**src/rtl/seg_scan_ctrl.sv**
```systemverilog
// Double-buffered 8-digit seven-segment scan controller with registered outputs.
// Optional build macro SEG_GHOST_GUARD_EN blanks digit select for the first two cycles of each slot.
module seg_scan_ctrl #(
    parameter int SCAN_DIV = 1000
) (
    input  logic        clk,
    input  logic        rst,
    input  logic        load_valid,
    output logic        load_ready,
    input  logic [31:0] load_data,
    input  logic [7:0]  blank_mask,
    output logic [7:0]  digit,
    output logic [6:0]  seg_data,
    output logic        frame_done
);

    localparam int PW = $clog2(SCAN_DIV);

    typedef enum logic {
        ST_IDLE,
        ST_SCAN
    } state_t;

    state_t        r_state, w_stateNext;
    logic [PW-1:0] r_presc, w_prescNext;
    logic [2:0]    r_index, w_indexNext;
    logic [31:0]   r_active, w_activeNext;
    logic [7:0]    r_activeMask, w_activeMaskNext;
    logic [31:0]   r_pending, w_pendingNext;
    logic [7:0]    r_pendingMask, w_pendingMaskNext;
    logic          r_pendFull, w_pendFullNext;
    logic [7:0]    r_digit, w_digitNext;
    logic [6:0]    r_seg, w_segNext;
    logic          r_frameDone, w_frameDoneNext;
    logic          r_loadReady;
    logic          w_accept;
    logic          w_prescEnd;
    logic [3:0]    w_nibble;

    function automatic logic [6:0] hex7(input logic [3:0] n);
        case (n)
            4'h0:    hex7 = 7'h3F;
            4'h1:    hex7 = 7'h06;
            4'h2:    hex7 = 7'h5B;
            4'h3:    hex7 = 7'h4F;
            4'h4:    hex7 = 7'h66;
            4'h5:    hex7 = 7'h6D;
            4'h6:    hex7 = 7'h7D;
            4'h7:    hex7 = 7'h07;
            4'h8:    hex7 = 7'h7F;
            4'h9:    hex7 = 7'h6F;
            4'hA:    hex7 = 7'h77;
            4'hB:    hex7 = 7'h7C;
            4'hC:    hex7 = 7'h39;
            4'hD:    hex7 = 7'h5E;
            4'hE:    hex7 = 7'h79;
            default: hex7 = 7'h71;
        endcase
    endfunction

    assign w_accept   = load_valid && !r_pendFull;
    assign w_prescEnd = (r_presc == PW'(SCAN_DIV - 1));

    always_comb begin
        w_stateNext       = r_state;
        w_prescNext       = r_presc;
        w_indexNext       = r_index;
        w_activeNext      = r_active;
        w_activeMaskNext  = r_activeMask;
        w_pendingNext     = r_pending;
        w_pendingMaskNext = r_pendingMask;
        w_pendFullNext    = r_pendFull;
        case (r_state)
            ST_IDLE: begin
                if (w_accept) begin
                    w_stateNext      = ST_SCAN;
                    w_activeNext     = load_data;
                    w_activeMaskNext = blank_mask;
                    w_prescNext      = '0;
                    w_indexNext      = 3'd0;
                end
            end
            default: begin
                if (w_prescEnd) begin
                    w_prescNext = '0;
                    w_indexNext = r_index + 3'd1;
                    // Pending word only swaps in at the frame boundary, never mid-frame
                    if ((r_index == 3'd7) && r_pendFull) begin
                        w_activeNext     = r_pending;
                        w_activeMaskNext = r_pendingMask;
                        w_pendFullNext   = 1'b0;
                    end
                end else begin
                    w_prescNext = r_presc + PW'(1);
                end
                if (w_accept) begin
                    w_pendingNext     = load_data;
                    w_pendingMaskNext = blank_mask;
                    w_pendFullNext    = 1'b1;
                end
            end
        endcase
    end

    assign w_nibble = w_activeNext[{w_indexNext, 2'b00} +: 4];

    // Outputs are computed from next-state values so the registered pins line up with the slot
    always_comb begin
        w_digitNext     = 8'h00;
        w_segNext       = 7'h00;
        w_frameDoneNext = 1'b0;
        if (w_stateNext == ST_SCAN) begin
            w_digitNext     = 8'd1 << w_indexNext;
            w_segNext       = w_activeMaskNext[w_indexNext] ? 7'h00 : hex7(w_nibble);
            w_frameDoneNext = (w_prescNext == PW'(SCAN_DIV - 1)) && (w_indexNext == 3'd7);
`ifdef SEG_GHOST_GUARD_EN
            if (w_prescNext < PW'(2)) begin
                w_digitNext = 8'h00;
            end
`endif
        end
    end

    always_ff @(posedge clk) begin
        if (rst) begin
            r_state       <= ST_IDLE;
            r_presc       <= '0;
            r_index       <= 3'd0;
            r_active      <= 32'h0;
            r_activeMask  <= 8'h00;
            r_pending     <= 32'h0;
            r_pendingMask <= 8'h00;
            r_pendFull    <= 1'b0;
            r_digit       <= 8'h00;
            r_seg         <= 7'h00;
            r_frameDone   <= 1'b0;
            r_loadReady   <= 1'b1;
        end else begin
            r_state       <= w_stateNext;
            r_presc       <= w_prescNext;
            r_index       <= w_indexNext;
            r_active      <= w_activeNext;
            r_activeMask  <= w_activeMaskNext;
            r_pending     <= w_pendingNext;
            r_pendingMask <= w_pendingMaskNext;
            r_pendFull    <= w_pendFullNext;
            r_digit       <= w_digitNext;
            r_seg         <= w_segNext;
            r_frameDone   <= w_frameDoneNext;
            r_loadReady   <= !w_pendFullNext;
        end
    end

    assign digit      = r_digit;
    assign seg_data   = r_seg;
    assign frame_done = r_frameDone;
    assign load_ready = r_loadReady;

endmodule
```
**config.mk**
```make
export PLATFORM = sky130hd
export DESIGN_NAME = seg_scan_ctrl
export DESIGN_NICKNAME = d
export VERILOG_FILES = /design/src/rtl/seg_scan_ctrl.sv
export SDC_FILE = /design/constraint.sdc
export NUM_CORES = 1
export LEC_CHECK = 0
export ABC_AREA = 0
export BUFFER_PORTS_ARGS = -buffer_cell sky130_fd_sc_hd__buf_4
export CORE_UTILIZATION = 40
export CTS_BUF_LIST = sky130_fd_sc_hd__clkbuf_8
export CTS_CLUSTER_DIAMETER = 40
export DETAILED_ROUTE_END_ITERATION = 8
export GPL_TIMING_DRIVEN = 0
export HOLD_SLACK_MARGIN = 0.06
export PLACE_DENSITY = 0.61
export SETUP_SLACK_MARGIN = 0.4
export SLEW_MARGIN = 15
export SYNTH_ARGS = -nofsm -noshare
export SYNTH_HDL_FRONTEND = slang
export SYNTH_SLANG_ARGS = --single-unit
```
**constraint.sdc**
```tcl
create_clock -name clk -period 5 [get_ports clk]
set_clock_uncertainty 0.2 [all_clocks]
set_input_delay 0.5 -clock clk [delete_from_list [all_inputs] [get_ports clk]]
set_output_delay 0.5 -clock clk [all_outputs]
set_load 0.1 [all_outputs]
```
==> out/results.ini <==
[logic_synthesis]
syn-num-nets = 731
synthXorXnorAreaFrac_pct = 0.312
synth_top_cell_area_share_pct = 39.9
syn_avg_cell_area_um2 = 8.29
synth_area_leaders = dfxtp_1 40%, nand2_1 8.5%, a21oi_1 5.1%
syn-cell-area_um2 = 5620
synth_seq_cells = 112
yosys.area_share.simple_pct = 25.0
synthMuxAreaShare_pct = 4.67
yosysTopAreaCell = dfxtp_1
yosysWarningCount = 0
ys_types = 73
synth-main-ff-cell = dfxtp_1
async_flop_share_pct = 0
synth_compound_area_share_pct = 22.0
seq_area_frac_synth_pct = 39.9
syn_inst = 678
synth_fa_ha_area_share_pct = 2.23
synth-edff-count = 0
synth_top_family_by_area = simple AND/OR/NAND/NOR gates

[power_and_ir_drop]
powerDensity_nw_per_um2 = 295
power_mw = 1.91
p_leak_nw = 2.50
ir_worst_vdd_mv = 0.150

[worst_setup_path]
rrSetupSlack_ns = 0.81
crit_type = flop to flop
reg2reg_depth = 15
critPathMaxFanout = 10
slowest_stage = dfxtp_1
slowest_delay_ns = 0.42
critPathCaptureType = flop
critPathArrivalTime_ns = 4.31
crit_required_ns = 5.12
start_kind = flop
reg2reg_from = r_presc[0]
crit_chain = ha_1, and4bb_1, buf_6, nand4_2, clkbuf_1, o22a_1, o21ai_0, nor2_1, o311a_1, a31oi_2, inv_1, ha_1, inv_1, mux2i_1, a221oi_2
reg2reg_to = seg_data[5]

[clocking]
cts_htree_levels = 3
clk_pin_slew_worst_paths_ns = 0.11
clk_latency_ns = 0.41
cts_tree = yes
cts_buffers = 9
cts_hold_buf = 0
cts.sinks = 112
cts_max_path_buffers = 2
clockRootBuffer = clkbuf_8

[min_path]
hold_end = r_pending[11]
hold_start = load_data[11]
hold_class = input pin to flop
whs_path_depth = 3

[timing]
setup_violations = 0
max_slew_margin_pct = 48.1
max_freq_mhz = 239
finalHoldViolCount = 0
worst_pin_slew_ns = 0.779
period_minus_slack_ns = 4.19
grt_setup_unrepaired = no
report.final.slew_viol_count = 0
setup_ws_ns = 0.811
tns_ns = 0
fin_crit_sh_pct = 83.8

[place]
place_inst = 912
gp_congestion = 0.909
portBuffers = 58
dp_hpwl_um = 12400
pre_cts_ws_ns = 0.740

[route]
viasPerCell = 5.70
drtAntennaViolNets = 0
route.detailed.drc = 0
dr.pass1.iters = 5
drtIter0Drc = 383
num_vias = 5292
routed_wl_um = 17100
routedWlPerCell_um = 18.5

[final_layout]
final_cell_mix = 127 x nand2_1, 112 x dfxtp_1, 63 x nor2_1
nNetsFinal = 800
finalNonFillerCells = 928
num_antenna_cells = 0
layout_commonest_cell = nand2_1
drive_gt1_share_pct = 16.4
syn_to_final_growth_pct = 15.0

[floorplan]
core_area_um2 = 13500
fp.dieW_um = 121
dieArea_um2 = 14500
die_h_um = 121
num_io_pins = 60
rows = 42
start_util_pct = 41.8

[grt]
grt_first_pass_wirelength_um = 27100
grt_max_degree = 19
antenna_found_initial = 0
grt_pass1_vias = 5169
grt_usage_pct = 24.5
grt_overflow = 0

[job]
drv_cap = 0

[status]
outcome = finished clean

[routing by layer]
metal	global-route usage, %	part of all wire, %	routed length, µm
met1	30.0	43	7380
met2	40.6	47	8100
met3	6.08	6.9	1180
met4	10.7	2.7	461
met5	0	0	0
[flip-flops by register name, indices dropped and copies added, names as in the netlist]
register and flops:
load_ready 1, r_index 3, seg_data 7, r_pendingMask 8, digit 8, frame_done 1, r_active 32, r_presc 10
r_pending 32, r_pendFull 1, r_activeMask 8, r_state 1
[power by group]
part	leakage, nW	switching [mW]	internal (mW)
combinational	1.49	0.270	0.147
sequential	0.916	0.0214	0.945
clock	0.0867	0.330	0.197
total	2.50	0.621	1.29
[what timing repair did]
action | 4_1_cts | 5_1_grt
setup endpoints to repair | 0 | 1
buffers inserted | 0 | 0
hold endpoints to repair | 0 | 0
resized for setup | 0 | 1
[logic make-up after synthesis]
| family | Yosys count |
|---|---|
| and+or+nand+nor | 295 |
| AOI/OAI and AO/OA | 168 |
| DFF | 112 |
| buffers and inverters | 65 |
| muxes | 26 |
| adders and majority gates | 10 |
| xor gates and xnor gates | 2 |
[worst max path at each step]
stage                     cells after the start  slack, ns     endpoint  startpoint
final                                        15       0.81  seg_data[5]  r_presc[0]
after global placement                       15       0.84  seg_data[5]  r_presc[0]
after CTS                                    15       0.70  seg_data[5]  r_presc[0]
after global routing                         15       0.54  seg_data[5]  r_presc[0]
after floorplan                              14       1.55  seg_data[5]  r_presc[0]
after detailed placement                     15       0.74  seg_data[5]  r_presc[0]
[synthesized netlist by cell type (4+ instances only)]
library cell / n
buf_2: 13
o21ai_0: 19
nand3_1: 10
a211o_1: 6
dfxtp_1: 112
inv_1: 11
o22a_1: 13
and3b_1: 4
a311oi_1: 4
clkbuf_1: 28
buf_6: 7
nor3_1: 24
a211oi_1: 16
nand2b_1: 7
nor4_1: 4
nor2_1: 63
o22ai_1: 5
or3_1: 4
ha_1: 10
a41oi_1: 4
and3_1: 15
a31oi_1: 6
a21oi_1: 57
mux2i_1: 24
a221oi_2: 7
nand2_1: 127
nor2b_1: 16
[through the flow]
step,instance area [µm²],hold slack (ns),util [%]
after detailed placement,6280,0.249,46.7
after CTS,6460,0.120,48.0
final,6460,0.135,48.1
after global placement,6280,0.241,46.7
after floorplan,5620,0.233,-
after global routing,6460,0.135,48.1
[area by class of cell]
class | count | area (µm²)
Sequential cell | 112 | 2240
Fill cell | 1340 | 6990
Timing Repair Buffer | 58 | 435
Clock buffer | 10 | 138
Inverter | 12 | 45.0
Multi-Input combinational cell | 501 | 3050
Tap cell | 176 | 220
Buffer | 53 | 287
Clock inverter | 6 | 43.8
[worst max-delay path, delay by kind of cell, from the launching register on]
kind                       cells  cell delay [ns]
AOI/OAI and AO/OA              5             1.37
buffers and inverters          4             0.81
and+or+nand+nor                3             0.70
adders and majority gates      2             0.50
DFF                            1             0.42
muxes                          1             0.10
Power figures use the tool's default switching activity.
